--- src/rtl/multi_in_accum_pkg.sv ---
// Shared types for the round-robin accumulator: section encoding and pointer sizing.
package multi_in_accum_types;

    typedef enum logic {
        SECTION_READ  = 1'b0,
        SECTION_WRITE = 1'b1
    } section_e;

    // Width of the channel pointer; never below one bit so a 2-channel block still has a pointer.
    function automatic int ptr_w(input int n);
        return (n <= 2) ? 1 : $clog2(n);
    endfunction

endpackage

--- src/rtl/multi_in_accum_add.sv ---
// Signed adder used by the accumulator; wraps modulo 2^DATA_W or clamps at signed limits.
module multi_in_accum_add #(
    parameter int DATA_W   = 32,
    parameter bit SATURATE = 1'b0
) (
    input  logic [DATA_W-1:0] a,
    input  logic [DATA_W-1:0] b,
    output logic [DATA_W-1:0] sum
);

    localparam logic [DATA_W-1:0] S_MAX = {1'b0, {(DATA_W-1){1'b1}}};
    localparam logic [DATA_W-1:0] S_MIN = {1'b1, {(DATA_W-1){1'b0}}};

    logic [DATA_W:0] sum_ext;

    assign sum_ext = {a[DATA_W-1], a} + {b[DATA_W-1], b};

    // Overflow shows up as the two top bits of the extended sum disagreeing.
    always_comb begin
        sum = sum_ext[DATA_W-1:0];
        if (SATURATE && (sum_ext[DATA_W] != sum_ext[DATA_W-1])) begin
            sum = sum_ext[DATA_W] ? S_MIN : S_MAX;
        end
    end

endmodule

--- src/rtl/multi_in_accum.sv ---
// Reads one value per channel in fixed round-robin order, sums them, and hands the sum
// to a single consumer using sync/notify handshakes on every port.
module multi_in_accum
    import multi_in_accum_types::*;
#(
    parameter int NUM_IN   = 4,
    parameter int DATA_W   = 32,
    parameter bit SATURATE = 1'b0
) (
    input  logic                     clk,
    input  logic                     rst,
    input  logic [NUM_IN*DATA_W-1:0] in_data,
    input  logic [NUM_IN-1:0]        in_sync,
    output logic [NUM_IN-1:0]        in_notify,
    output logic [DATA_W-1:0]        out_data,
    input  logic                     out_sync,
    output logic                     out_notify
);

    localparam int PW = ptr_w(NUM_IN);
    localparam logic [PW-1:0] PTR_LAST = PW'(NUM_IN - 1);

    if (NUM_IN < 2 || NUM_IN > 16) begin : g_bad_num_in
        $error("multi_in_accum: NUM_IN must be in 2..16");
    end

    logic [DATA_W-1:0] chan [NUM_IN];

    for (genvar i = 0; i < NUM_IN; i++) begin : g_chan
        assign chan[i] = in_data[i*DATA_W +: DATA_W];
    end

    section_e          section_q, nextsection;
    logic [PW-1:0]     ptr_q, ptr_d;
    logic [DATA_W-1:0] x_q, x_d;
    logic [DATA_W-1:0] out_data_q, out_data_d;
    logic [NUM_IN-1:0] in_notify_q, in_notify_d;
    logic              out_notify_q, out_notify_d;
    logic [DATA_W-1:0] add_sum;
    logic              rd_xfer;
    logic              wr_xfer;

    multi_in_accum_add #(
        .DATA_W   (DATA_W),
        .SATURATE (SATURATE)
    ) u_add (
        .a   (x_q),
        .b   (chan[ptr_q]),
        .sum (add_sum)
    );

    always_comb begin
        nextsection  = section_q;
        ptr_d        = ptr_q;
        x_d          = x_q;
        out_data_d   = out_data_q;
        in_notify_d  = in_notify_q;
        out_notify_d = out_notify_q;

        rd_xfer = (section_q == SECTION_READ) && in_notify_q[ptr_q] && in_sync[ptr_q];
        wr_xfer = (section_q == SECTION_WRITE) && out_notify_q && out_sync;

        case (section_q)
            SECTION_READ: begin
                if (rd_xfer) begin
                    x_d = add_sum;
                    if (ptr_q == PTR_LAST) begin
                        ptr_d        = '0;
                        nextsection  = SECTION_WRITE;
                        in_notify_d  = '0;
                        out_notify_d = 1'b1;
                        out_data_d   = add_sum;
                    end else begin
                        ptr_d       = ptr_q + 1'b1;
                        // in_notify is one-hot at ptr, so advancing it is a plain shift.
                        in_notify_d = in_notify_q << 1;
                    end
                end
            end
            SECTION_WRITE: begin
                if (wr_xfer) begin
                    x_d          = '0;
                    nextsection  = SECTION_READ;
                    in_notify_d  = NUM_IN'(1);
                    out_notify_d = 1'b0;
                    out_data_d   = '0;
                end
            end
            default: begin
                nextsection = SECTION_READ;
            end
        endcase
    end

    always_ff @(posedge clk or negedge rst) begin
        if (!rst) begin
            section_q    <= SECTION_READ;
            ptr_q        <= '0;
            x_q          <= '0;
            out_data_q   <= '0;
            in_notify_q  <= NUM_IN'(1);
            out_notify_q <= 1'b0;
        end else begin
            section_q    <= nextsection;
            ptr_q        <= ptr_d;
            x_q          <= x_d;
            out_data_q   <= out_data_d;
            in_notify_q  <= in_notify_d;
            out_notify_q <= out_notify_d;
        end
    end

    assign in_notify  = in_notify_q;
    assign out_notify = out_notify_q;
    assign out_data   = out_data_q;

endmodule

--- config.mk ---
export PLATFORM = sky130hd
export DESIGN_NAME = multi_in_accum
export DESIGN_NICKNAME = d
export VERILOG_FILES = /design/src/rtl/multi_in_accum_pkg.sv /design/src/rtl/multi_in_accum_add.sv /design/src/rtl/multi_in_accum.sv
export SDC_FILE = /design/constraint.sdc
export NUM_CORES = 1
export LEC_CHECK = 0
export ABC_AREA = 1
export BUFFER_PORTS_ARGS = -buffer_cell sky130_fd_sc_hd__clkbuf_2
export CAP_MARGIN = 20
export CORE_AREA = 5 5 114 105
export CTS_CLUSTER_DIAMETER = 200
export DETAILED_ROUTE_END_ITERATION = 8
export DIE_AREA = 0 0 119 110
export PLACE_DENSITY_LB_ADDON = 0.25
export SYNTH_ARGS = -nofsm -noshare
export SYNTH_HDL_FRONTEND = slang
export SYNTH_SLANG_ARGS = --single-unit
--- constraint.sdc ---
create_clock -name clk -period 7.9 [get_ports clk]
set_input_delay 0.395 -clock clk [delete_from_list [all_inputs] [get_ports clk]]
set_output_delay 0.395 -clock clk [all_outputs]
set_load 0.02 [all_outputs]
==> results of run 1 <==
[metrics by stage]
step           std cells  hold WS [ns]  utilization (%)  power [uW]
2_1_floorplan        989        0.0994                -         416
3_3_place_gp        1257         0.457             64.8         464
3_5_place_dp        1257         0.464             64.8         464
4_1_cts             1272         0.322             67.4         844
5_1_grt             1272         0.372             67.4         872
6_report            1272         0.282             67.4         841
[synth_stat cells]
| library cell | instances | area share [%] |
|---|---|---|
| a21oi_1 | 32 | 2.7 |
| nor2_1 | 110 | 6.8 |
| buf_1 | 2 | 0.12 |
| dfrtp_1 | 71 | 29 |
| buf_6 | 4 | 0.75 |
| clkbuf_1 | 25 | 1.6 |
| and2_1 | 1 | 0.10 |
| nor3_1 | 1 | 0.083 |
| nand4_1 | 24 | 2.5 |
| o21bai_1 | 2 | 0.25 |
| o21ai_0 | 94 | 7.8 |
| buf_2 | 7 | 0.58 |
| nand2_4 | 1 | 0.19 |
| nand3_2 | 1 | 0.17 |
| xor2_1 | 1 | 0.15 |
| nand3b_1 | 2 | 0.25 |
| ha_1 | 32 | 6.6 |
| nand2_2 | 3 | 0.31 |
| o21ai_2 | 2 | 0.29 |
| a32oi_1 | 1 | 0.15 |
| o21ai_1 | 9 | 0.75 |
| o22ai_1 | 30 | 3.1 |
| a21o_1 | 1 | 0.12 |
| nand3_1 | 40 | 3.3 |
| dfstp_2 | 1 | 0.44 |
| inv_2 | 4 | 0.25 |
| xnor2_1 | 2 | 0.29 |
| and3_1 | 3 | 0.31 |
| a31oi_4 | 1 | 0.35 |
| nand2_1 | 354 | 22 |
| inv_1 | 127 | 7.9 |
| fa_1 | 1 | 0.33 |
[critical path, stage by stage (launching register included)]
cell and delay (ns):
dfrtp_2 0.78, inv_2 0.90, o21ai_0 0.20, o22ai_1 0.18
ha_1 0.20, inv_1 0.06, fa_1 0.35, inv_1 0.13
nand2_1 0.06, o21ai_0 0.40, nand2_1 0.10, nand3_1 0.20
nand2_1 0.12, nand3_1 0.09, nand3_1 0.08, o21ai_0 0.19
[metal layers]
| layer | vias to the layer above | wire, um | track usage, % |
|---|---|---|---|
| li1 | 3461 | - | - |
| met4 | 0 | 349 | 7.78 |
| met2 | 241 | 8250 | 46.4 |
| met3 | 28 | 1210 | 5.31 |
| met5 | - | 0 | 0 |
| met1 | 3031 | 8480 | 38.5 |
[registers in the layout, indices dropped and copies added (netlist names)]
name	flops
x_q	32
section_q	1
out_data	32
in_notify	4
ptr_q	2
out_notify	1
[final timing paths]
kind                        startpoint      endpoint  slack, ns
setup / recovery              ptr_q[0]  out_data[20]       3.73
hold / removal                     rst  out_data[10]       0.28
setup reg to reg              ptr_q[0]  out_data[20]       3.73
hold reg to reg            out_data[6]   out_data[6]       0.47
max in group asynchronous          rst      ptr_q[0]       6.95
min in group clk           out_data[6]   out_data[6]       0.47
[logic make-up (layout without fill, tap and decap cells)]
| kind of cell | Yosys count | count (layout) | share of synthesized area, % |
|---|---|---|---|
| AND/OR/NAND/NOR | 540 | 540 | 36.1 |
| AO/OA/AOI/OAI | 172 | 172 | 15.5 |
| buffers and inverters | 169 | 319 | 11.2 |
| flip-flops | 72 | 72 | 29.9 |
| adder cells (fa/ha/maj) | 33 | 33 | 6.97 |
| XOR/XNOR | 3 | 3 | 0.436 |
[final cells by class]
cell class                 count  area, um^2  share of cell area, %
clock buffer                  10         239                   3.34
sequential                    72        1800                   25.2
clock inverter                 5        33.8                  0.472
tap                          133         166                   2.32
timing repair buffer         173         871                   12.2
multi-input combinational    748        3560                   49.7
inverter                     131         492                   6.86
[power by group]
part / switching, uW / internal [uW]
combinational: 47.6 / 41.6
clock: 164 / 219
sequential: 0 / 369
==> impl_metrics.toml, run 1 <==
[outcome]
outcome = "complete, no violations"

[timing]
finalCritPeriodShare_pct = 52.7
fin_crit_ns = 4.17
max_slew_margin_pct = 28.3
setup_violations = 0
fin_ws_ns = 3.73
finalMaxSlewViolations = 0
skew_ns = 0.00779
tns_ns = 0
grt_setup_unrepaired = "no"
tightest_slew_ns = 1.08
timing_hold_violations_final = 0
fmax_mhz = 240

[drt]
final_antenna_net_count = 0
drc = 0
route.vias.total = 6761
drt_iter0_drc = 574
drt-total-wl_mm = 18.3
post_drt_wl_per_cell_um = 14.4
via_per_inst = 5.32
firstDrtPassIters = 5

[cts]
hold_buffers = 0
cts_buffers = 9
cts_buffer_depth = 2
post_cts_buffers = 0
htreeDepth = 3
clock-sinks = 72
post_cts_resized = 0
cts-root-buf = "clkbuf_16"
clkSlewWorstSetupHoldPaths_ns = 0.06
worstSkewPairLatency_ns = 0.34
cts_tree = "yes"

[worst_setup_path]
crit_required_ns = 8.15
endpoint_kind = "flop"
crit_path_start_kind = "flop"
r2r_cells = 15
crit_type = "reg2reg"
critPathArrivalTime_ns = 4.41
worstPathMaxFanout = 69

[cells_and_area]
layout_commonest_cell = "nand2_1"
area.growth.synth_to_final_pct = 18.7
fin_area_mm2 = 0.00716
antenna_cells = 0
num-nets-final = 1303
layout-drive-gt1-share_pct = 17.8
fillers = 1025
layout_common_cells = "nand2_1 (354), clkbuf_2 (170), inv_1 (126)"

[global_routing]
overflow = 0
track_usage_pct = 28.2
grt_antenna_before_repair = 0
grt_pass1_vias = 6237
grt_max_degree = 73
grt_pass1_wl_mm = 29.9

[synthesis]
syn_avg_cell_area_um2 = 6.10
ys_ff_latch = 72
synth_cell_types = 32
syn_nets = 1157
syn_inst = 989
ys_seq_area_share_pct = 29.9
synth_area_mm2 = 0.00603
yosysWarnings = 0

[placement]
pre_cts_ws_ns = 3.79
io_buffer_count = 171
place_congestion = 0.945
placed_cell_area_mm2 = 0.00689
dp_hpwl_mm = 13.7

[hold_path]
hp-class = "in2async"

[floorplanning]
start_util_pct = 56.8
die_w_um = 119
dieHeight_um = 110
die_area_mm2 = 0.0131
core_area_mm2 = 0.0106
rows = 36
io-pin-count = 172

[power]
ir_worst_vdd_mv = 0.115
leakagePower_uw = 0.00422
power_density_mw_per_mm2 = 117

[run]
cap_violations = 0
(Power assumes the default switching activity.)
==> run 2: changes to the inputs <==
--- a/config.mk
+++ b/config.mk
@@ -8,10 +8,10 @@
 export ABC_AREA = 1
 export BUFFER_PORTS_ARGS = -buffer_cell sky130_fd_sc_hd__clkbuf_2
 export CAP_MARGIN = 20
-export CORE_AREA = 5 5 114 105
+export CORE_AREA = 5 5 125 115
 export CTS_CLUSTER_DIAMETER = 200
 export DETAILED_ROUTE_END_ITERATION = 8
-export DIE_AREA = 0 0 119 110
+export DIE_AREA = 0 0 130 120
 export PLACE_DENSITY_LB_ADDON = 0.25
 export SYNTH_ARGS = -nofsm -noshare
 export SYNTH_HDL_FRONTEND = slang
==> constraint.sdc (replaced) <==
create_clock -name clk -period 3.7 [get_ports clk]
set_input_delay 0.185 -clock clk [delete_from_list [all_inputs] [get_ports clk]]
set_output_delay 0.185 -clock clk [all_outputs]
set_load 0.02 [all_outputs]
==> run 2 against run 1 <==
Compared with the run above:
- critical endpoint is now x_q[20]
- maximum frequency grew 27%
- worst setup slack lost 3.3 ns
- clock power grew to 2.9 times the previous value
- core utilization shrank 11 points
- sequential power grew 110%
- routed wire length grew 4.2%
- critical path depth grew 1
- largest cell class unchanged
- sequential share of layout area shrank 0.70 points
==> impl_metrics.toml, run 2 (same netlist as run 1, synthesis figures left out) <==
[drt]
route.vias.total = 6708
firstDrtPassIters = 5
drc = 0
drt-total-wl_mm = 19.1
via_per_inst = 5.11
drt_iter0_drc = 472
post_drt_wl_per_cell_um = 14.5
final_antenna_net_count = 0

[cts]
post_cts_buffers = 0
worstSkewPairLatency_ns = 0.35
hold_buffers = 0
cts_tree = "yes"
cts-root-buf = "clkbuf_16"
htreeDepth = 3
cts_buffer_depth = 2
clkSlewWorstSetupHoldPaths_ns = 0.06
cts_buffers = 9
post_cts_resized = 0
clock-sinks = 72

[global_routing]
grt_pass1_vias = 6168
overflow = 0
grt_max_degree = 73
grt_antenna_before_repair = 0
track_usage_pct = 24.5
grt_pass1_wl_mm = 30.5

[worst_setup_path]
crit_required_ns = 3.88
critPathArrivalTime_ns = 3.48
crit_path_start_kind = "flop"
endpoint_kind = "flop"
worstPathMaxFanout = 24
crit_type = "reg2reg"

[cells_and_area]
area.growth.synth_to_final_pct = 22.1
layout-drive-gt1-share_pct = 18.3
num-nets-final = 1310
fillers = 1320
fin_area_mm2 = 0.00737
antenna_cells = 0
stdcell_count = 1314
multi_input_area_mm2 = 0.00356
layout_commonest_cell = "nand2_1"
layout_common_cells = "nand2_1 (354), clkbuf_2 (170), inv_1 (126)"
final_util_pct = 56.6
seq_area_mm2 = 0.00180

[timing]
tns_ns = 0
tightest_slew_ns = 0.935
fmax_mhz = 304
setup_violations = 0
grt_setup_unrepaired = "no"
finalMaxSlewViolations = 0
max_slew_margin_pct = 37.7
skew_ns = 0.00955
finalCritPeriodShare_pct = 89.0
hold_ws_ns = 0.0568
fin_crit_ns = 3.29
timing_hold_violations_final = 0

[hold_path]
hp-class = "in2async"

[power]
switchingPower_uw = 467
power_density_mw_per_mm2 = 283
pwr-share-seq_pct = 37.7
leakagePower_uw = 0.00431
p_comb_share_pct = 9.2
p_sw_share_pct = 22.4
pwr-share-clk_pct = 53.1
internal_power_uw = 1620
ir_worst_vdd_mv = 0.242

[floorplanning]
die_w_um = 130
start_util_pct = 46.4
core_area_mm2 = 0.0130
dieHeight_um = 120
die_area_mm2 = 0.0156
io-pin-count = 172
rows = 40

[placement]
place_congestion = 0.977
io_buffer_count = 171
dp_hpwl_mm = 14.4
placed_cell_area_mm2 = 0.00700
post-place-cells = 1299

[outcome]
outcome = "complete, no violations"

[run]
cap_violations = 0
-- run 2: cell types whose count changed in the layout (fill, tap and decap cells not counted) --
cell and change:
bufinv_16 +4, buf_12 +1, buf_4 +6, clkinv_2 -2
clkinvlp_4 -2
-- run 2: cell type report --
class | instances | area share, %
flip-flops and latches | 72 | 24.5
inverters | 131 | 6.67
multi-input cells | 748 | 48.3
clock buffers | 10 | 3.24
repair buffers | 180 | 12.7
well taps | 168 | 2.85
clock inverters | 5 | 1.75
-- run 2: through the flow --
stage / setup WS, ns / power, uW
6_report: 0.409 / 2090
5_1_grt: 0.136 / 2160
4_1_cts: 0.503 / 2100
3_5_place_dp: 0.540 / 992
3_3_place_gp: 0.682 / 993
2_1_floorplan: 0.909 / 887
-- run 2: power by group through the flow --
stage          sequential, uW  combinational (uW)  clock (uW)
2_1_floorplan             802                85.3           0
3_3_place_gp              802                 191           0
3_5_place_dp              802                 191           0
4_1_cts                   787                 192        1120
5_1_grt                   787                 218        1150
6_report                  787                 191        1110
-- run 2: critical path: stages (launching register included) --
cell     delay, ns
dfrtp_1       0.47
inv_2         0.37
o21ai_0       0.17
o22ai_1       0.14
ha_1          0.18
inv_1         0.05
fa_1          0.36
inv_1         0.14
nand2_1       0.06
o21ai_0       0.43
nand2_1       0.11
nand3_1       0.21
nand2_1       0.13
nand2_1       0.09
nand2_1       0.05
nand3_1       0.08
o21ai_0       0.08
-- run 2: final timing paths --
| kind | slack (ns) | from | end | depth (start not counted) |
|---|---|---|---|---|
| worst max-delay path | 0.41 | ptr_q[1] | x_q[20] | 16 |
| min in group clk | 0.31 | out_sync | section_q | 4 |
| worst max register to register | 0.41 | ptr_q[1] | x_q[20] | 16 |
| worst min register to register | 0.47 | out_data[5] | out_data[5] | 2 |
| max in group asynchronous | 2.97 | rst | ptr_q[0] | 2 |
| worst min-delay path | 0.06 | rst | out_data[13] | 2 |
-- run 2: routing by layer --
metal / up-vias / global-route usage, % / share of wire (%)
met2: 237 / 37.5 / 42
li1: 3465 / - / -
met5: - / 0 / 0
met1: 2981 / 35.5 / 49
met4: 0 / 5.97 / 1.7
met3: 25 / 4.72 / 7.3
==> run 3: changes to the inputs <==
--- a/config.mk
+++ b/config.mk
@@ -5,13 +5,13 @@
 export SDC_FILE = /design/constraint.sdc
 export NUM_CORES = 1
 export LEC_CHECK = 0
-export ABC_AREA = 1
+export ABC_AREA = 0
 export BUFFER_PORTS_ARGS = -buffer_cell sky130_fd_sc_hd__clkbuf_2
 export CAP_MARGIN = 20
-export CORE_AREA = 5 5 125 115
+export CORE_AREA = 5 5 120 111
 export CTS_CLUSTER_DIAMETER = 200
 export DETAILED_ROUTE_END_ITERATION = 8
-export DIE_AREA = 0 0 130 120
+export DIE_AREA = 0 0 125 116
 export PLACE_DENSITY_LB_ADDON = 0.25
 export SYNTH_ARGS = -nofsm -noshare
 export SYNTH_HDL_FRONTEND = slang
==> run 3 against run 2 <==
Compared with the run above:
- combinational power rose to 21 times the previous value
- synthesized cell count fell by 44%
- clock skew barely moved
- critical path depth fell by 6
- die area fell by 7.1%
- register-to-register slack barely moved
- hold slack improved by 0.097 ns
- largest cell class unchanged
- highest routed layer unchanged
==> impl_metrics.toml, run 3 <==
[outcome]
outcome = "complete, no violations"

[floorplanning]
rows = 38
die_w_um = 125
die_area_mm2 = 0.0145
dieHeight_um = 116
start_util_pct = 46.0
core_area_mm2 = 0.0118
io-pin-count = 172

[timing]
grt_setup_unrepaired = "no"
setup_violations = 0
fin_crit_ns = 3.28
tns_ns = 0
fmax_mhz = 305
tightest_slew_ns = 0.702
max_slew_margin_pct = 53.2
finalMaxSlewViolations = 0
finalCritPeriodShare_pct = 88.6
hold_ws_ns = 0.154
skew_ns = 0.00915
fin_ws_ns = 0.420
timing_hold_violations_final = 0

[synthesis]
syn_avg_cell_area_um2 = 9.86
synth_cell_types = 67
synth_most_common_cell = "dfrtp_1"
ys_seq_area_share_pct = 33.1
ys_top_cells_by_area = "dfrtp_1 (33%), mux4_2 (13%), ha_1 (7.4%)"
syn_nets = 720
yosysWarnings = 0
synthTopCellsByCount = "dfrtp_1 (71), nand2_1 (69), a21oi_1 (36)"
synthArstFlopShare_pct = 100
ys_ff_latch = 72
synth_ff_type = "dfrtp_1"
yosys.area.top_type = "dfrtp_1"
synth-edff-count = 0
syn_inst = 552
synth_area_mm2 = 0.00544
netlist.area_leader.share_pct = 32.6

[power]
leakagePower_uw = 0.00325
p_sw_share_pct = 47.6
power_density_mw_per_mm2 = 937
power_uw = 6310
ir_worst_vdd_mv = 0.523
pwr-share-seq_pct = 21.7
internal_power_uw = 3300
p_comb_share_pct = 64.5
switchingPower_uw = 3000
pwr-share-clk_pct = 13.8

[cells_and_area]
layout_common_cells = "clkbuf_2 (170), dfrtp_1 (70), nand2_1 (69)"
num-nets-final = 877
area.growth.synth_to_final_pct = 23.6
antenna_cells = 0
fin_area_mm2 = 0.00673
layout-drive-gt1-share_pct = 34.9
layout_commonest_cell = "clkbuf_2"

[drt]
route.vias.total = 5038
dr.max_layer_used = "met4"
drt_iter0_drc = 343
drc = 0
drt-total-wl_mm = 16.0
wl_met2_mm = 7.74
met1Wirelength_mm = 7.21
met3_length_um = 811
firstDrtPassIters = 5
final_antenna_net_count = 0
via_per_inst = 5.77
post_drt_wl_per_cell_um = 18.3

[global_routing]
grt_antenna_before_repair = 0
overflow = 0
grt_pass1_wl_mm = 26.0
grt_pass1_vias = 5162
track_usage_pct = 22.4
grt_max_degree = 41

[cts]
post_cts_resized = 0
cts-root-buf = "clkbuf_16"
htreeDepth = 3
worstSkewPairLatency_ns = 0.34
cts_tree = "yes"
cts_buffers = 9
clock-sinks = 72
cts_buffer_depth = 2
clkSlewWorstSetupHoldPaths_ns = 0.06

[hold_path]
hp-class = "in2reg"
min_from = "out_sync"

[worst_setup_path]
rr_startpoint = "ptr_q[0]"
critPathArrivalTime_ns = 3.49
critPathMaxStageDelay_ns = 0.52
endpoint_kind = "flop"
cp_slowest_cell = "mux4_2"
worstPathMaxFanout = 21
critPathLaunch = "ptr_q[0]"
crit_type = "reg2reg"
path_cells = "buf_12, mux4_2, ha_1, a21o_1, or2_1, o31ai_4, o31ai_4, a21boi_4, mux2i_1, a221o_1"
cp_common_cell = "o31ai_4"
crit_path_start_kind = "flop"
crit_required_ns = 3.91

[placement]
pre_cts_ws_ns = 0.423
dp_hpwl_mm = 12.5
placed_cell_area_mm2 = 0.00643
place_congestion = 0.928
io_buffer_count = 171

[run]
cap_violations = 0
==> run 3: kinds of logic (layout without fill, tap and decap cells) <==
logic type	Yosys count	in the layout	synth area share (%)
compound gates	166	166	21.2
xor+xnor	22	22	3.68
fa+ha+maj	33	33	7.72
buf+inv	50	211	4.02
flops	72	72	33.1
mux	44	44	15.7
simple gates	165	165	14.5
==> run 3: routing by layer <==
layer | vias up | GRT usage (%)
met5 | - | 0
met4 | 0 | 7.15
met3 | 18 | 3.92
met2 | 160 | 37.6
met1 | 2463 | 30.0
li1 | 2397 | -
==> run 3: critical path, delay by kind of cell (launching register included) <==
kind,cells,cell delay [ns]
and+or+nand+nor,1,0.24
DFF,1,0.45
adders and majority gates,1,0.36
buffers and inverters,1,0.22
muxes,2,0.65
AOI/OAI and AO/OA,5,1.24
==> run 3: layout make-up <==
| class | count | area (um^2) |
|---|---|---|
| Clock buffer | 11 | 243 |
| Clock inverter | 4 | 45.0 |
| Fill cell | 1048 | 5110 |
| Inverter | 12 | 45.0 |
| Multi-Input combinational cell | 430 | 3420 |
| Sequential cell | 72 | 1800 |
| Tap cell | 160 | 200 |
| Timing Repair Buffer | 184 | 968 |
==> run 3: power groups by stage <==
stage	sequential, uW	combinational, uW	clock [uW]
after floorplan	1500	2920	0
after CTS	1370	4050	887
final	1370	4070	870
after detailed placement	1380	4030	0
after global routing	1410	4470	920
after global placement	1370	3970	0
==> run 3: worst paths after layout <==
check	to	slack (ns)	cells after the start
max in group asynchronous	ptr_q[0]	2.80	3
worst max register to register	out_data[31]	0.42	10
min in group asynchronous	out_data[15]	0.42	3
worst min-delay path	out_notify	0.15	4
worst min register to register	x_q[2]	0.48	2
worst max-delay path	out_data[31]	0.42	10
==> run 3: stage by stage <==
stage / instances / utilization (%)
after floorplan: 552 / -
after global placement: 857 / 54.3
after detailed placement: 857 / 54.3
after CTS: 873 / 56.8
after global routing: 873 / 56.8
final: 873 / 56.8
==> run 3: repair_timing <==
action,CTS,global route
setup buffers,0,0
hold endpoints to repair,71,0
hold buffers,1,0
